## src/rtl/lc3b_mem_bridge_if.sv

```systemverilog
// CPU-side and physical-memory-side signals of the LC-3b memory bridge.
// The bridge connects through "slave"; the CPU/memory environment connects through "master".
interface lc3b_mem_bridge_if;
  logic        mem_read;
  logic        mem_write;
  logic [1:0]  mem_byte_enable;
  logic [15:0] mem_address;
  logic [15:0] mem_wdata;
  logic        mem_resp;
  logic [15:0] mem_rdata;
  logic        mem_err;
  logic        pmem_read;
  logic        pmem_write;
  logic [15:0] pmem_address;
  logic [15:0] pmem_wdata;
  logic        pmem_resp;
  logic [15:0] pmem_rdata;

  modport slave (
    input  mem_read, mem_write, mem_byte_enable, mem_address, mem_wdata,
    input  pmem_resp, pmem_rdata,
    output mem_resp, mem_rdata, mem_err,
    output pmem_read, pmem_write, pmem_address, pmem_wdata
  );

  modport master (
    output mem_read, mem_write, mem_byte_enable, mem_address, mem_wdata,
    output pmem_resp, pmem_rdata,
    input  mem_resp, mem_rdata, mem_err,
    input  pmem_read, pmem_write, pmem_address, pmem_wdata
  );
endinterface

```

## src/rtl/lc3b_mem_bridge.sv

```systemverilog
// Byte-masked CPU requests onto a word-only physical bus; partial writes use read-modify-write.
// A watchdog bounds every physical access and reports expiry through mem_err.
module lc3b_mem_bridge #(
  parameter int unsigned TIMEOUT = 64
) (
  input logic              clk,
  input logic              rst_n,
  lc3b_mem_bridge_if.slave bus
);
  localparam int unsigned CW = (TIMEOUT == 0) ? 1 : $clog2(TIMEOUT + 1);
  localparam logic [CW-1:0] LAST = CW'((TIMEOUT == 0) ? 0 : TIMEOUT - 1);

  typedef enum logic [2:0] {IDLE, READ, RMW_READ, WRITE, RESP} state_t;

  state_t        state_q, state_d;
  logic [15:0]   addr_q, addr_d;
  logic [15:0]   wdata_q, wdata_d;
  logic [1:0]    mask_q, mask_d;
  logic [15:0]   rdata_q, rdata_d;
  logic          err_q, err_d;
  logic [CW-1:0] cnt_q, cnt_d;
  logic          expired;
  logic [15:0]   merged;

  assign expired = (TIMEOUT != 0) && (cnt_q == LAST);
  assign merged  = {mask_q[1] ? wdata_q[15:8] : bus.pmem_rdata[15:8],
                    mask_q[0] ? wdata_q[7:0]  : bus.pmem_rdata[7:0]};

  always_comb begin
    state_d = state_q;
    addr_d  = addr_q;
    wdata_d = wdata_q;
    mask_d  = mask_q;
    rdata_d = rdata_q;
    err_d   = err_q;
    cnt_d   = cnt_q;
    unique case (state_q)
      IDLE: begin
        rdata_d = 16'h0000;
        err_d   = 1'b0;
        cnt_d   = '0;
        if (bus.mem_read || bus.mem_write) begin
          addr_d  = {bus.mem_address[15:1], 1'b0};
          wdata_d = bus.mem_wdata;
          mask_d  = bus.mem_byte_enable;
          if (bus.mem_read)                      state_d = READ;
          else if (bus.mem_byte_enable == 2'b11) state_d = WRITE;
          else if (bus.mem_byte_enable == 2'b00) state_d = RESP;
          else                                   state_d = RMW_READ;
        end
      end
      READ, RMW_READ, WRITE: begin
        // pmem_resp takes priority over a watchdog expiry in the same cycle
        if (bus.pmem_resp) begin
          if (state_q == READ) begin
            rdata_d = bus.pmem_rdata;
            state_d = RESP;
          end else if (state_q == RMW_READ) begin
            wdata_d = merged;
            cnt_d   = '0;
            state_d = WRITE;
          end else begin
            state_d = RESP;
          end
        end else if (expired) begin
          err_d   = 1'b1;
          rdata_d = 16'h0000;
          state_d = RESP;
        end else if (TIMEOUT != 0) begin
          cnt_d = cnt_q + CW'(1);
        end
      end
      RESP: begin
        rdata_d = 16'h0000;
        err_d   = 1'b0;
        state_d = IDLE;
      end
      default: state_d = IDLE;
    endcase
  end

  always_ff @(posedge clk) begin
    if (!rst_n) begin
      state_q <= IDLE;
      addr_q  <= 16'h0000;
      wdata_q <= 16'h0000;
      mask_q  <= 2'b00;
      rdata_q <= 16'h0000;
      err_q   <= 1'b0;
      cnt_q   <= '0;
    end else begin
      state_q <= state_d;
      addr_q  <= addr_d;
      wdata_q <= wdata_d;
      mask_q  <= mask_d;
      rdata_q <= rdata_d;
      err_q   <= err_d;
      cnt_q   <= cnt_d;
    end
  end

  assign bus.pmem_read    = (state_q == READ) || (state_q == RMW_READ);
  assign bus.pmem_write   = (state_q == WRITE);
  assign bus.pmem_address = addr_q;
  assign bus.pmem_wdata   = wdata_q;
  assign bus.mem_resp     = (state_q == RESP);
  assign bus.mem_rdata    = rdata_q;
  assign bus.mem_err      = err_q;
endmodule

```

## src/flat_wrapper.sv

```systemverilog
// flat-port wrapper written by rule: the top's interface ports become plain ports
module lc3b_mem_bridge_flat 
#(
  parameter int unsigned TIMEOUT = 64
)
  (clk, rst_n, bus_mem_read, bus_mem_write, bus_mem_byte_enable, bus_mem_address, bus_mem_wdata, bus_pmem_resp, bus_pmem_rdata, bus_mem_resp, bus_mem_rdata, bus_mem_err, bus_pmem_read, bus_pmem_write, bus_pmem_address, bus_pmem_wdata);
  lc3b_mem_bridge_if bus_i ();
  input logic clk;
  input logic rst_n;
  input wire logic [$bits(bus_i.mem_read)-1:0] bus_mem_read;
  input wire logic [$bits(bus_i.mem_write)-1:0] bus_mem_write;
  input wire logic [$bits(bus_i.mem_byte_enable)-1:0] bus_mem_byte_enable;
  input wire logic [$bits(bus_i.mem_address)-1:0] bus_mem_address;
  input wire logic [$bits(bus_i.mem_wdata)-1:0] bus_mem_wdata;
  input wire logic [$bits(bus_i.pmem_resp)-1:0] bus_pmem_resp;
  input wire logic [$bits(bus_i.pmem_rdata)-1:0] bus_pmem_rdata;
  output wire logic [$bits(bus_i.mem_resp)-1:0] bus_mem_resp;
  output wire logic [$bits(bus_i.mem_rdata)-1:0] bus_mem_rdata;
  output wire logic [$bits(bus_i.mem_err)-1:0] bus_mem_err;
  output wire logic [$bits(bus_i.pmem_read)-1:0] bus_pmem_read;
  output wire logic [$bits(bus_i.pmem_write)-1:0] bus_pmem_write;
  output wire logic [$bits(bus_i.pmem_address)-1:0] bus_pmem_address;
  output wire logic [$bits(bus_i.pmem_wdata)-1:0] bus_pmem_wdata;
  assign bus_i.mem_read = bus_mem_read;
  assign bus_i.mem_write = bus_mem_write;
  assign bus_i.mem_byte_enable = bus_mem_byte_enable;
  assign bus_i.mem_address = bus_mem_address;
  assign bus_i.mem_wdata = bus_mem_wdata;
  assign bus_i.pmem_resp = bus_pmem_resp;
  assign bus_i.pmem_rdata = bus_pmem_rdata;
  assign bus_mem_resp = bus_i.mem_resp;
  assign bus_mem_rdata = bus_i.mem_rdata;
  assign bus_mem_err = bus_i.mem_err;
  assign bus_pmem_read = bus_i.pmem_read;
  assign bus_pmem_write = bus_i.pmem_write;
  assign bus_pmem_address = bus_i.pmem_address;
  assign bus_pmem_wdata = bus_i.pmem_wdata;
  lc3b_mem_bridge #(.TIMEOUT(TIMEOUT)) u_core (.clk(clk), .rst_n(rst_n), .bus(bus_i));
endmodule
```

## config.mk

```make
export PLATFORM = sky130hd
export DESIGN_NAME = lc3b_mem_bridge_flat
export DESIGN_NICKNAME = d
export VERILOG_FILES = /design/src/rtl/lc3b_mem_bridge_if.sv /design/src/rtl/lc3b_mem_bridge.sv /design/src/flat_wrapper.sv
export SDC_FILE = /design/constraint.sdc
export NUM_CORES = 1
export LEC_CHECK = 0
export ABC_CLOCK_PERIOD_IN_PS = 4400
export BUFFER_PORTS_ARGS = -buffer_cell sky130_fd_sc_hd__buf_4
export CORE_UTILIZATION = 35
export CTS_CLUSTER_DIAMETER = 50
export DETAILED_ROUTE_END_ITERATION = 10
export GPL_ROUTABILITY_DRIVEN = 0
export PLACE_DENSITY = 0.64
export SETUP_SLACK_MARGIN = 0.05
export SLEW_MARGIN = 10
export SYNTH_ARGS = -nofsm -noshare
export SYNTH_HDL_FRONTEND = slang
export SYNTH_SLANG_ARGS = --single-unit
```

## constraint.sdc

```tcl
create_clock -name clk -period 4.4 [get_ports clk]
set_input_delay 0.66 -clock clk [delete_from_list [all_inputs] [get_ports clk]]
set_output_delay 0.66 -clock clk [all_outputs]
set_load 0.005 [all_outputs]
```

Word-level counts from Yosys, hierarchy flattened
Index checks and enable logic that the tools add are counted.
{ "classes": {"n_eq_ne": 19, "add_sub_neg": 1, "n_mux": 28, "n_reduce_logical": 15} }
{ "ops": {"columns": ["op", "n"], "rows": [
  ["$mux 16", 7],
  ["$pmux 16 s2", 2],
  ["$mux 7", 4],
  ["$mux 3", 8],
  ["$mux 8", 2],
  ["$pmux 7 s2", 1],
  ["$reduce_and 6->1", 2],
  ["$ne 2x2->1 const B", 5],
  ["$ne 3x2->1 const B", 3],
  ["$add 7x1->7 const B", 1],
  ["$eq 7x6->1 const B", 1],
  ["$eq 3x2->1 const B", 2],
  ["$ne 2x1->1 const B", 3],
  ["$ne 3x3->1 const B", 2],
  ["$pmux 3 s2", 1],
  ["$reduce_and 3->1", 2],
  ["$reduce_and 2->1", 2],
  ["$reduce_and 4->1", 1],
  ["$reduce_bool 2->1", 2],
  ["$eq 3x1->1 const B", 1],
  ["$eq 3x3->1 const B", 1],
  ["$logic_not 3->1", 1],
  ["$reduce_or 3->1", 1],
  ["$eq 2x2->1 const B", 1],
  ["5 further kinds", 7]
]} }
{ "word_totals": {"wordCells": 71, "regBits": 60} }

Depth between registers and ports, before layout
{ "depth": {"ltp_word": 6, "depth_mapped": 7, "mapped_depth_nobuf": 5} }

Worst setup path before layout
Ideal clock, no wire load.
{ "synth_timing": {"path_kind": "in2reg", "start": "input port bus_pmem_resp", "end": "register u_core.rdata_q[10], in the netlist u_core.bus.mem_rdata[10]", "n_path_buf": 2, "setup_time_ps": 72, "path_stages": 5, "slack_ps": 2504, "t_arrival_ps": 1824, "path_cell_list": "buf_2 or3_4 o21ai_4 buf_12 mux2i_1"} }
{ "synth_via": {"elab_chain_len": 2, "elab_cells_between_ends": 5, "cone_classes": "eq/ne (2); mux (2); reduce/logical (1)"} }
{ "synth_lines": {"columns": ["element", "line", "source"], "rows": [
  ["start, declared", "flat_wrapper.sv:15", "input wire logic [$bits(bus_i.pmem_resp)-1:0] bus_pmem_resp;"],
  ["$ne 3x2->1 (no line) / $mux 16 (equally long branches)", null, null],
  ["$reduce_and 3->1 (no line) / $pmux 16 s2 (equally long branches)", null, null],
  ["end signal, assigned", "lc3b_mem_bridge.sv:96", "rdata_q <= rdata_d;"],
  ["end, declared", "lc3b_mem_bridge.sv:19", "logic [15:0] rdata_q, rdata_d;"]
]} }
Parallel ways exist; a longest one is shown, timed or not.
A chain may end at the register's enable or synchronous reset.

Worst setup path in the final report
{ "layout_timing": {"start": "register u_core.state_q[2]", "end": "register u_core.mask_q[0]"} }
{ "layout_via": {"elab_chain_len": 2} }
{ "layout_lines": {"columns": ["element", "line", "source"], "rows": [
  ["start, declared", "lc3b_mem_bridge.sv:15", "state_t state_q, state_d;"],
  ["start signal, assigned", "lc3b_mem_bridge.sv:92", "state_q <= state_d;"],
  ["$logic_not 3->1", "lc3b_mem_bridge.sv:37", "unique case (state_q)"],
  ["$reduce_and 2->1 (no line)", null, null],
  ["end signal, assigned", "lc3b_mem_bridge.sv:95", "mask_q <= mask_d;"],
  ["end, declared", "lc3b_mem_bridge.sv:18", "logic [1:0] mask_q, mask_d;"]
]} }
Every way passes these cells.

==> results.md <==
* Status: finished, final reports clean
* Endpoint of the worst hold-timing path: u_core.cnt_q[6]
* Most frequent cells in the layout: sky130_fd_sc_hd__nand2_1 (105), sky130_fd_sc_hd__buf_4 (105), sky130_fd_sc_hd__dfxtp_1 (60)
* Clock sink count at 60
* Power Density at 580 nW/um^2
* Total track usage at 0.180
* Setup slack, reg-to-reg at 2.16 ns
* Worst slew pin tran at 1.14 ns
* Type of the worst setup path: reg -> reg
* Global-route congestion overflow total at 0
* Die outline height at 89.0 um
* Sum of net half-perimeters after detailed placement at 4820 um
* Starting DRT DRC Count at 139
* Data arrival time at the worst-slack endpoint at 2.50 ns
* Number of synthesized register bits at 60
* Core region area at 7290 sq um
* Main flop type after synthesis: sky130_fd_sc_hd__dfxtp_1
* Largest stage delay, worst path at 0.91 ns
* Fraction of registers with async set or reset after synthesis at 0
* Maximum vdd ir drop at 0.000233 V
* Leakage power summed over all cells at 1.60 nW
* Total of hold buffers inserted after clock tree synthesis at 0
* Nets at 477
* Average instance area after synthesis at 8.09 sq um
* Final critical delay including setup and external delays at between 2 and 2.5 ns
* Sequential standard cell area at 1200 sq um
* Share of the cycle needed by the critical path after routing at 0.510
* Endpoint of the worst register-to-register path: u_core.mask_q[0]
* Path depth of the worst reg2reg path at 4
* Average routed wire per standard cell at 13.2 um
* Clock tree from TritonCTS: done
* Number of gates given a new drive strength after cts at 0
* Placement row count at 31
* Reported max-cap violation count at 0
* Area occupied by multi-input gates at 1320 sq um
* Min-Delay Path Depth at 2
* Area post-placement at around 3400 sq um
* Detailed-route via count at 2542
* Portion of synthesized cell area occupied by the leading cell type at 0.454
* Unrepaired setup endpoints after global routing: false
* Count of different cell masters after synthesis at 42
* Number of placed instances with taps included at between 500 and 600
* Starting density of the core at 0.363
* Worst-case setup slack after placement at 2.04 ns
* Remaining routing DRC violations at 0
* H-tree depth at 3
* Final-layout setup total negative slack at 0 ns
* Routed WL at 6940 um
* Nature of the critical path startpoint: register
* Crit-path max FO at 17
* Cells taking the most area after synthesis: sky130_fd_sc_hd__dfxtp_1 (45%), sky130_fd_sc_hd__nand2_1 (15%), sky130_fd_sc_hd__mux2i_1 (6.8%)
* Finished Layout Cells at 525
* Router iterations before antenna repair at 4
* Count of flip-flops with a built-in enable after synthesis at 0
* DR vias/cell at 4.84
* Slew Limit Fails at 0
* Io pins at 107
* Core occupancy in the finished layout at 0.499
* # diodes at 0
* Yosys warning count at 0
* Clock Path Buffers at 2
* Number of filler cells placed in the layout at 718
* Portion of the post-synthesis area used by sequential elements at 0.454
* Worst R2R Start: u_core.state_q[2]
* Min-delay src: u_core.cnt_q[6]
* Floorplan die area at 7910 sq um
* Clock root buffer: sky130_fd_sc_hd__clkbuf_8
* Number of instances in the synthesized netlist at 327
* Ordered cell list for the critical path: nor3_1 -> nor2b_1 -> nand2_1 -> a21oi_1
* Via count of the first global-routing pass at 2260
* PnR worst setup slack at 2.16 ns
* Worst endpoint required time at 4.66 ns
* Fraction of final layout cells sized beyond drive strength 1 at 0.308
* Net count after synthesis at 383
* Slew margin rel. at 0.238
* Cell type with the highest aggregate area in the netlist: sky130_fd_sc_hd__dfxtp_1
* Number of clock buffers inserted by TritonCTS at 9
* Port Buffers at 104
* Worst hold path class: reg -> reg
* Final cell area excluding filler cells at 3640 sq um
* Antenna Violating Nets Remaining at 0
* Cell with the biggest individual delay on the critical path: sky130_fd_sc_hd__nor2b_1
* CTS clk-pin slew, worst paths at 0.07 ns
* Final Hold Violating Endpoints at 0
* Clock Skews at 0.0117 ns
* Growth of design area from synthesis to finish at 37.6%
* Clk_lat worst skew at 0.34 ns
* Fmax at 0.446 GHz
* Die extent in x at 89.0 um
* Setup repair bufs after CTS at 0
* Final setup fails at 0
* Number of antenna violations at the first check in global routing at 0
* Global-route wire length before repair at about 11000 um
* Post-synth design cell area at around 2600 sq um
* Pin count of the biggest net entering global routing at 42
* Kind of end point of the critical path: register
[worst max-delay path by stage]
| stage | startpoint | slack, ns | end | depth (start not counted) |
|---|---|---|---|---|
| 4_1_cts | u_core.state_q[2] | 2.12 | u_core.mask_q[0] | 4 |
| 5_1_grt | u_core.state_q[2] | 1.86 | u_core.mask_q[0] | 4 |
| 3_5_place_dp | rst_n | 2.04 | u_core.bus.mem_rdata[3] | 5 |
| 2_1_floorplan | bus_pmem_resp | 2.50 | u_core.bus.mem_rdata[10] | 5 |
| 6_report | u_core.state_q[2] | 2.16 | u_core.mask_q[0] | 4 |
| 3_3_place_gp | rst_n | 2.17 | u_core.bus.mem_rdata[10] | 5 |
[flip-flops by register name (all words and copies together), names as in the netlist]
register,flops
u_core.bus.mem_err,1
u_core.bus.mem_rdata,16
u_core.bus.pmem_address,15
u_core.bus.pmem_wdata,16
u_core.cnt_q,7
u_core.mask_q,2
u_core.state_q,3
[layer usage]
layer,part of all wire,vias to the layer above,global-route usage
met5,0,-,0
met4,0.022,0,0.105
met3,0.042,10,0.0342
met2,0.48,68,0.296
met1,0.45,1152,0.220
li1,-,1312,-
[through the flow]
step	total power [mW]	hold slack [ns]
final	2.11	0.451
after global routing	2.28	0.469
after CTS	2.14	0.455
after detailed placement	1.64	0.446
after global placement	1.62	0.442
after floorplan	1.33	0.422
[critical path: cells and delay by family (launching register included)]
family / cells / cell delay, ns
AND/OR/NAND/NOR: 3 / 1.55
AO/OA/AOI/OAI: 1 / 0.15
flip-flops: 1 / 0.47
[power by group]
group,leakage (nW),internal (mW),switching [mW]
Sequential,0.492,0.680,0.0991
Clock,0.0983,0.276,0.219
Combinational,1.01,0.381,0.458
[layout make-up]
cell class	count	area share
clock inverter	6	0.0175
clock buffer	10	0.0378
sequential	60	0.330
timing repair buffer	105	0.216
inverter	2	0.00206
multi-input combinational	243	0.362
tap	99	0.0340
[cell families after synthesis]
family | synth area share
buffers and inverters | 0.0496
xor gates and xnor gates | 0.00331
muxes | 0.0681
other | 0.00142
adders and majority gates | 0.00473
AOI/OAI and AO/OA | 0.164
DFF | 0.454
and+or+nand+nor | 0.255
[Yosys cell counts, types with 2 or more instances]
| cell | number |
|---|---|
| sky130_fd_sc_hd__nor3_1 | 4 |
| sky130_fd_sc_hd__nand3_1 | 2 |
| sky130_fd_sc_hd__clkbuf_1 | 9 |
| sky130_fd_sc_hd__nand2b_1 | 2 |
| sky130_fd_sc_hd__o21bai_1 | 2 |
| sky130_fd_sc_hd__buf_4 | 4 |
| sky130_fd_sc_hd__dfxtp_1 | 60 |
| sky130_fd_sc_hd__nor4_1 | 2 |
| sky130_fd_sc_hd__a211oi_1 | 5 |
| sky130_fd_sc_hd__buf_2 | 8 |
| sky130_fd_sc_hd__o21ai_0 | 6 |
| sky130_fd_sc_hd__a41oi_1 | 2 |
| sky130_fd_sc_hd__a211oi_2 | 2 |
| sky130_fd_sc_hd__nand2_1 | 105 |
| sky130_fd_sc_hd__a311oi_1 | 14 |
| sky130_fd_sc_hd__nor2_1 | 30 |
| sky130_fd_sc_hd__mux2i_1 | 18 |
| sky130_fd_sc_hd__a21oi_1 | 26 |
| sky130_fd_sc_hd__nand3b_1 | 3 |
No activity file was read; power rests on OpenSTA's default activity.
